`src/rtl/fpu_addsub_param.sv`:
```
`timescale 1ns/1ps
// Parametrised add/subtract for the sign|exp|mantissa format (no inf/NaN), RNE rounding,
// fixed six-state pipeline FSM. Define FPU_SATURATE_EN to saturate on overflow instead of zeroing.
module fpu_addsub_param #(
  parameter int EXP_W = 6,
  parameter int MAN_W = 25,
  localparam int W    = 1 + EXP_W + MAN_W
) (
  input  logic         clock100KHz,
  input  logic         reset,
  input  logic         start_in,
  input  logic         op_sub_in,
  input  logic [W-1:0] op_A_in,
  input  logic [W-1:0] op_B_in,
  output logic         busy_out,
  output logic         done_out,
  output logic [W-1:0] data_out,
  output logic [3:0]   status_out
);
  localparam int MW   = MAN_W + 4;   // hidden + mantissa + G,R,S
  localparam int EW   = EXP_W + 2;
  localparam int LZ_W = $clog2(MW);

  localparam logic [3:0] ST_EXACT   = 4'b0001;
  localparam logic [3:0] ST_INEXACT = 4'b0010;
  localparam logic [3:0] ST_OVF     = 4'b0100;
  localparam logic [3:0] ST_UNF     = 4'b1000;

  localparam logic [MW-1:0]        MAG_ONES  = '1;
  localparam logic [31:0]          SHIFT_ALL = 32'(MAN_W + 3);
  localparam logic signed [EW-1:0] EXP_ONE   = EW'(1);
  localparam logic signed [EW-1:0] EXP_MAX   = EW'((1 << EXP_W) - 1);

  typedef enum logic [2:0] {S_IDLE, S_ALIGN, S_ADD, S_NORM, S_ROUND, S_PACK} state_t;
  state_t state, state_nxt;

  logic                 sign_a, sign_b;
  logic [EXP_W-1:0]     exp_a, exp_b;
  logic [MW-1:0]        mag_a, mag_b;

  logic                 w_sign, w_sign_small, w_nonzero, w_inexact;
  logic signed [EW-1:0] w_exp;
  logic [MW-1:0]        w_big, w_small, w_norm;
  logic [MW:0]          w_sum;
  logic [MAN_W-1:0]     w_man;

  logic                 al_a_big, al_s_big, al_s_small, al_sticky;
  logic [EXP_W-1:0]     al_e_big, al_e_small;
  logic [MW-1:0]        al_x_big, al_x_small, al_small;
  logic [31:0]          al_diff;

  logic [MW:0]          add_sum;
  logic                 add_sign;

  logic [LZ_W-1:0]      lz;
  logic                 lz_found;
  logic [MW-1:0]        lz_probe;
  logic signed [EW-1:0] lz_ext, norm_exp;
  logic [MW-1:0]        norm_mag;

  logic                 rnd_inc, rnd_carry, rnd_inexact;
  logic [MAN_W-1:0]     rnd_man;
  logic signed [EW-1:0] rnd_exp;

  logic [W-1:0]         pack_data;
  logic [3:0]           pack_status;

  always_ff @(posedge clock100KHz or negedge reset) begin
    if (!reset) state <= S_IDLE;
    else        state <= state_nxt;
  end

  always_comb begin
    state_nxt = state;
    unique case (state)
      S_IDLE:  if (start_in) state_nxt = S_ALIGN;
      S_ALIGN: state_nxt = S_ADD;
      S_ADD:   state_nxt = S_NORM;
      S_NORM:  state_nxt = S_ROUND;
      S_ROUND: state_nxt = S_PACK;
      S_PACK:  state_nxt = S_IDLE;
      default: state_nxt = S_IDLE;
    endcase
  end

  // Busy stretches over the done cycle; a start in that cycle still lands on the IDLE edge.
  assign busy_out = (state != S_IDLE) || done_out;

  // Order by {exp, mantissa} so the larger magnitude is always the minuend.
  always_comb begin
    al_a_big   = {exp_a, mag_a} >= {exp_b, mag_b};
    al_e_big   = al_a_big ? exp_a  : exp_b;
    al_e_small = al_a_big ? exp_b  : exp_a;
    al_x_big   = al_a_big ? mag_a  : mag_b;
    al_x_small = al_a_big ? mag_b  : mag_a;
    al_s_big   = al_a_big ? sign_a : sign_b;
    al_s_small = al_a_big ? sign_b : sign_a;
    al_diff    = 32'(al_e_big) - 32'(al_e_small);
    al_sticky  = 1'b0;
    if (al_diff >= SHIFT_ALL) begin
      al_sticky = |al_x_small;
      al_small  = '0;
    end else begin
      al_sticky = |(al_x_small & ~(MAG_ONES << al_diff));
      al_small  = al_x_small >> al_diff;
    end
    al_small = al_small | {{(MW-1){1'b0}}, al_sticky};
  end

  always_comb begin
    add_sign = w_sign;
    if (w_sign == w_sign_small) begin
      add_sum = {1'b0, w_big} + {1'b0, w_small};
    end else begin
      add_sum = {1'b0, w_big} - {1'b0, w_small};
      if (add_sum == '0) add_sign = 1'b0;
    end
  end

  always_comb begin
    lz       = '0;
    lz_found = 1'b0;
    lz_probe = '0;
    for (int unsigned i = 0; i < MW; i++) begin
      lz_probe = w_sum[MW-1:0] << i;
      if (!lz_found && lz_probe[MW-1]) begin
        lz       = LZ_W'(i);
        lz_found = 1'b1;
      end
    end
    lz_ext = EW'(lz);
    if (w_sum[MW]) begin
      norm_mag = w_sum[MW:1] | {{(MW-1){1'b0}}, w_sum[0]};
      norm_exp = w_exp + EXP_ONE;
    end else begin
      norm_mag = w_sum[MW-1:0] << lz;
      norm_exp = w_exp - lz_ext;
    end
  end

  always_comb begin
    rnd_inc              = w_norm[2] & (w_norm[1] | w_norm[0] | w_norm[3]);
    rnd_inexact          = |w_norm[2:0];
    {rnd_carry, rnd_man} = {1'b0, w_norm[MW-2:3]} + {{MAN_W{1'b0}}, rnd_inc};
    rnd_exp              = w_exp;
    if (rnd_carry) begin
      rnd_man = '0;
      rnd_exp = w_exp + EXP_ONE;
    end
  end

  always_comb begin
    pack_data   = '0;
    pack_status = ST_EXACT;
    if (!w_nonzero) begin
      pack_data = {w_sign, {(W-1){1'b0}}};
    end else if (w_exp > EXP_MAX) begin
      pack_status = ST_OVF;
`ifdef FPU_SATURATE_EN
      pack_data   = {w_sign, {(W-1){1'b1}}};
`else
      pack_data   = '0;
`endif
    end else if (w_exp < EXP_ONE) begin
      pack_status = ST_UNF;
      pack_data   = {w_sign, {(W-1){1'b0}}};
    end else begin
      pack_data   = {w_sign, w_exp[EXP_W-1:0], w_man};
      pack_status = w_inexact ? ST_INEXACT : ST_EXACT;
    end
  end

  always_ff @(posedge clock100KHz or negedge reset) begin
    if (!reset) begin
      sign_a       <= 1'b0;
      sign_b       <= 1'b0;
      exp_a        <= '0;
      exp_b        <= '0;
      mag_a        <= '0;
      mag_b        <= '0;
      w_sign       <= 1'b0;
      w_sign_small <= 1'b0;
      w_nonzero    <= 1'b0;
      w_inexact    <= 1'b0;
      w_exp        <= '0;
      w_big        <= '0;
      w_small      <= '0;
      w_norm       <= '0;
      w_sum        <= '0;
      w_man        <= '0;
      data_out     <= '0;
      status_out   <= ST_EXACT;
      done_out     <= 1'b0;
    end else begin
      done_out <= (state == S_PACK);
      unique case (state)
        S_IDLE: if (start_in) begin
          sign_a <= op_A_in[W-1];
          sign_b <= op_B_in[W-1] ^ op_sub_in;
          exp_a  <= op_A_in[W-2:MAN_W];
          exp_b  <= op_B_in[W-2:MAN_W];
          mag_a  <= (op_A_in[W-2:MAN_W] == '0) ? '0 : {1'b1, op_A_in[MAN_W-1:0], 3'b000};
          mag_b  <= (op_B_in[W-2:MAN_W] == '0) ? '0 : {1'b1, op_B_in[MAN_W-1:0], 3'b000};
        end
        S_ALIGN: begin
          w_sign       <= al_s_big;
          w_sign_small <= al_s_small;
          w_exp        <= EW'(al_e_big);
          w_big        <= al_x_big;
          w_small      <= al_small;
        end
        S_ADD: begin
          w_sum  <= add_sum;
          w_sign <= add_sign;
        end
        S_NORM: begin
          w_norm <= norm_mag;
          w_exp  <= norm_exp;
        end
        S_ROUND: begin
          w_man     <= rnd_man;
          w_exp     <= rnd_exp;
          w_inexact <= rnd_inexact;
          w_nonzero <= w_norm[MW-1];
        end
        S_PACK: begin
          data_out   <= pack_data;
          status_out <= pack_status;
        end
        default: ;
      endcase
    end
  end
endmodule

```
`config.mk`:
```
export PLATFORM = sky130hd
export DESIGN_NAME = fpu_addsub_param
export DESIGN_NICKNAME = d
export VERILOG_FILES = /design/src/rtl/fpu_addsub_param.sv
export SDC_FILE = /design/constraint.sdc
export NUM_CORES = 1
export LEC_CHECK = 0
export BUFFER_PORTS_ARGS = -buffer_cell sky130_fd_sc_hd__buf_2
export CAP_MARGIN = 20
export CORE_MARGIN = 5
export CORE_UTILIZATION = 30
export DETAILED_ROUTE_END_ITERATION = 16
export GPL_ROUTABILITY_DRIVEN = 0
export PLACE_DENSITY = 0.47
export SKIP_CTS_REPAIR_TIMING = 1
export SLEW_MARGIN = 20
export SYNTH_ARGS = -nofsm -noshare
export SYNTH_HDL_FRONTEND = slang
export SYNTH_SLANG_ARGS = --single-unit
```
`constraint.sdc`:
```
create_clock -name clock100KHz -period 5.6 [get_ports clock100KHz]
set_input_delay 0.28 -clock clock100KHz [delete_from_list [all_inputs] [get_ports clock100KHz]]
set_output_delay 0.28 -clock clock100KHz [all_outputs]
set_load 0.01 [all_outputs]
```
==> results of run 1 <==
sequential cells by signal (all words and copies together), names as in the netlist, 25 cells and up:
| signal | cells |
|---|---|
| data_out | 32 |
| w_big | 26 |
| w_man | 25 |
| mag_a | 26 |
| w_norm | 29 |
| w_sum | 30 |
| w_small | 29 |
| mag_b | 26 |
routing by layer:
layer	up-vias	part of all wire [%]	global-route usage, %
li1	8017	-	-
met1	8153	44	23.32
met2	459	48	29.74
met3	122	4.1	2.114
met4	0	3.6	5.947
met5	-	0	0
path summary, 6_finish.rpt:
kind / startpoint / to / slack (ns) / depth (start not counted)
max: exp_b[2] / w_small[9] / 0.46 / 18
min: start_in / state[0] / 0.03 / 3
max reg2reg: exp_b[2] / w_small[9] / 0.46 / 18
min reg2reg: data_out[31] / data_out[31] / 0.46 / 2
max in group asynchronous: reset / w_sum[15] / 4.23 / 3
min in group asynchronous: reset / data_out[13] / 0.25 / 2
per-stage QoR:
step / cells / util (%) / worst slack (ns) / hold slack [ns] / cell area, sq um
finish: 3054 / 35.23 / 0.4624 / 0.02996 / 21620
global route: 3054 / 35.23 / 0.1160 / 0.04750 / 21620
CTS: 2988 / 34.15 / 0.5499 / -0.3534 / 20960
detailed placement: 2935 / 32.36 / 0.5814 / 0.2922 / 19860
global placement: 2935 / 32.36 / 0.7653 / 0.2853 / 19860
floorplan: 2138 / - / 0.6868 / -0.01559 / 18510
cells in the mapped netlist, types with 24 or more instances:
master    instances
inv_1           111
nor3_1           45
ha_1             95
nor2_1          177
nand3_1          37
a21oi_1         187
o22ai_1          25
mux2_2           28
dfrtp_1         256
xor2_1           27
a211oi_1         24
xnor2_1          53
clkbuf_1        101
nand2_1         227
o21ai_0         158
a22o_1           91
mux2i_1          96
cell type report:
cell class	count	share of cell area [%]
inverter	114	1.979
sequential	257	29.75
clock buffer	44	4.132
tap	790	4.572
clock inverter	9	0.9665
multi-input combinational	1631	51.57
timing repair buffer	209	7.026
critical path, cell delays in order (launching register included):
cell	delay (ns)
dfrtp_1	0.37
inv_1	0.08
ha_1	0.62
nand4_1	0.22
nor4_4	0.29
nand3_1	0.15
o221ai_1	0.54
nor2_4	0.17
nor2_1	0.14
a22oi_1	0.10
ha_1	0.22
a41oi_4	0.24
nand2_4	0.13
xor2_2	0.75
buf_4	0.31
mux2i_1	0.11
mux2_2	0.28
a22oi_1	0.17
o22ai_1	0.09
cells by family after synthesis:
family	count (synthesis)	share of synthesized area, %
flops	257	34.75
compound gates	694	24.78
mux	144	9.327
simple gates	615	15.23
xor+xnor	81	3.934
buf+inv	250	5.353
fa+ha+maj	97	6.637
==> impl_metrics.toml, run 1 <==
[global_route]
grt_first_pass_wirelength_mm = 96.17
grt_antenna_before_repair = 0
grt_pass1_vias = 16460
grt_max_degree = 88
overflow = 0
grt_use_total_pct = 17.54

[route]
drt-total-wl_mm = 60.93
via_count = 16750
viasPerCell = 5.485
wl_per_cell_um = 19.95
drc = 0
drtAntennaViolNets = 0
dr.pass1.iters = 8
drt_iter0_drc = 1395

[die]
core_sq_um = 61370
rows = 91
io_pins = 106
initial_utilization_pct = 30.17
fp.dieH_um = 258.4
die-area_sq_um = 66780
fp.dieW_um = 258.4

[final_layout]
regArea_sq_um = 6432
nets = 2408
antenna_cells = 0
drive_gt1_share_pct = 12.50
fillers = 6268
area_delta_synth_final_pct = 16.78
layout_common_cells = "dfrtp_1 (256), nand2_1 (226), a21oi_1 (185)"
multi_input_area_sq_um = 11150
layout_commonest_cell = "dfrtp_1"

[logic_synthesis]
ys_top_cells_by_area = "dfrtp_1 (35%), ha_1 (6.4%), mux2i_1 (5.2%), a21oi_1 (5.1%), nand2_1 (4.6%)"
yosysUniqueCellTypes = 93
synthFlopType = "dfrtp_1"
ys_seq_area_share_pct = 34.75
synth_area_sq_um = 18510
postSynth.asyncResetShare_pct = 100.0
yosys.area.top_type = "dfrtp_1"
synth_nets = 2303
syn_inst = 2138
synth_area_per_cell_sq_um = 8.659
synth_edf_count = 0
synth_top_area_share_pct = 34.60
ys.warnings.count = 0
ys_ff_latch = 257

[place]
port_buffers = 105
dp_hpwl_mm = 46.02

[setup_path]
cp_data_required_time_ns = 6.06
cp.arrival_ns = 5.59
crit_path_start_kind = "flip-flop"
end_kind = "flip-flop"
crit_fanout = 20
path_class = "reg2reg"

[clock_network]
worst_skew_pair.late_latency_ns = 0.59
cts_buffers = 30
cts_buffer_depth = 3
cts_sinks = 257
path_clk_slew_ns = 0.06
cts.root.buffer_cell = "clkbuf_16"
ctsHtreeMaxLevel = 1
cts_tree = "yes"

[timing]
maxSlewViolCount = 0
clock.fmax_mhz = 194.6
relSlewSlack_pct = 26.45
setup_viol = 0
worst_slew_pin_slew_ns = 1.099
finalCritPeriodShare_pct = 91.74
finalHoldViolations = 0
setup_tns_ns = 0
skew_ns = 0.01631
fin_crit_ns = 5.138
rsz0062_at_grt = "false"

[run]
maxCapViolations = 0

[status]
outcome = "completed"

[hold_path]
hp-class = "in2reg"
Power of run 1 is not shown: default switching activity piles up to over one toggle a cycle in this logic, so the estimate is an artifact.
==> inputs of run 2 (changes only) <==
==> constraint.sdc (replaced) <==
create_clock -name clock100KHz -period 5.8 [get_ports clock100KHz]
set_input_delay 0.29 -clock clock100KHz [delete_from_list [all_inputs] [get_ports clock100KHz]]
set_output_delay 0.29 -clock clock100KHz [all_outputs]
set_load 0.01 [all_outputs]
==> run 2 against run 1 <==
Against the previous run:
- sequential share of layout area grew 0.24 points
- critical path depth shrank 1
- count of clock-buffer cells in the layout grew 3
- maximum frequency grew 0.55%
- via count shrank 0.71%
==> impl_metrics.toml, run 2 (synthesis gave the netlist of run 1 again) <==
[clock_network]
cts_buffers = 30
path_clk_slew_ns = 0.06
ctsHtreeMaxLevel = 1
cts.root.buffer_cell = "clkbuf_16"
cts_tree = "yes"
cts_buffer_depth = 3
cts_sinks = 257
worst_skew_pair.late_latency_ns = 0.58

[route]
via_count = 16630
wl_per_cell_um = 19.68
drt_iter0_drc = 1275
viasPerCell = 5.451
drtAntennaViolNets = 0
drc = 0
dr.pass1.iters = 6
drt-total-wl_mm = 60.04

[place]
dp_cells = 2932
port_buffers = 105
dp_hpwl_mm = 45.65
pre_cts_slack_ns = 0.6863

[global_route]
grt_max_degree = 168
grt_first_pass_wirelength_mm = 95.30
grt_use_total_pct = 17.36
overflow = 0
grt_pass1_vias = 16250
grt_antenna_before_repair = 1

[hold_path]
hp-class = "in2reg"
hold_end = "sign_b"
hp-start = "op_B_in[31]"
holdPathStages = 3

[timing]
setup_viol = 0
worst_slack_ns = 0.6904
relSlewSlack_pct = 31.07
maxSlewViolCount = 0
skew_ns = 0.02021
finalHoldViolations = 0
finalCritPeriodShare_pct = 88.10
setup_tns_ns = 0
hold_ws_ns = 0.01856
clock.fmax_mhz = 195.7
rsz0062_at_grt = "false"
worst_slew_pin_slew_ns = 1.032
fin_crit_ns = 5.110

[setup_path]
r2r_setup_slack_ns = 0.69
r2r_end = "w_small[0]"
crit_path_start_kind = "flip-flop"
crit_fanout = 23
cp.arrival_ns = 5.54
reg2regPathDepth = 17
path_class = "reg2reg"
end_kind = "flip-flop"
r2r-start = "exp_a[2]"
cp_data_required_time_ns = 6.23

[die]
core_sq_um = 61370
die-area_sq_um = 66780
initial_utilization_pct = 30.17
io_pins = 106
rows = 91
fp.dieH_um = 258.4
fp.dieW_um = 258.4

[final_layout]
layout_common_cells = "dfrtp_1 (256), nand2_1 (226), a21oi_1 (185)"
area_delta_synth_final_pct = 15.84
nets = 2403
top_regs = "data_out x32, w_sum x30"
final_cells = 3051
regMostFlops = "data_out"
fillers = 6330
antenna_cells = 0
layout_commonest_cell = "dfrtp_1"
largest_register_ffs = 32
drive_gt1_share_pct = 12.38

[status]
outcome = "completed"

[run]
maxCapViolations = 0
run 2: area by class of cell:
type | count | area (sq um) | share of cell area [%]
clock buffer | 47 | 915.9 | 4.271
inverter | 114 | 427.9 | 1.995
tap | 790 | 988.4 | 4.609
clock inverter | 8 | 71.32 | 0.3326
sequential | 257 | 6432 | 30.00
timing repair buffer | 204 | 1451 | 6.768
multi-input combinational | 1631 | 11160 | 52.03
run 2: critical path: stages (launching register included):
cell	delay, ns
dfrtp_1	0.42
ha_1	0.64
nand4_1	0.24
nor4_4	0.35
nand3_1	0.14
o221ai_1	0.62
nor2_4	0.07
nor2_1	0.11
a22oi_1	0.09
ha_1	0.22
a41oi_4	0.24
nand2_4	0.13
xnor2_4	0.35
buf_4	0.35
mux2i_1	0.17
or3_1	0.34
a221oi_1	0.31
a41oi_1	0.17
run 2: metrics by stage:
step / utilization [%] / instance area, sq um
6_report: 34.94 / 21440
5_1_grt: 34.94 / 21440
4_1_cts: 33.89 / 20800
3_5_place_dp: 32.28 / 19810
3_3_place_gp: 32.28 / 19810
2_1_floorplan: - / 18510
run 2: worst max path at each step:
stage	slack, ns	end	depth (start not counted)	startpoint
detailed placement	0.69	w_small[1]	17	exp_b[2]
finish	0.69	w_small[0]	17	exp_a[2]
CTS	0.70	w_small[1]	17	exp_b[2]
floorplan	0.89	w_small[2]	19	mag_a[22]
global route	0.35	w_small[22]	19	exp_b[0]
global placement	0.82	w_small[1]	18	exp_b[0]
run 2: per-layer routing:
metal	GRT usage [%]	routed length [um]	vias to the layer above
li1	-	-	8013
met1	23.07	26380	8046
met2	30.34	29500	471
met3	1.890	2482	100
met4	4.397	1663	2
met5	0	13	-
Power of run 2 is left out for the same reason.
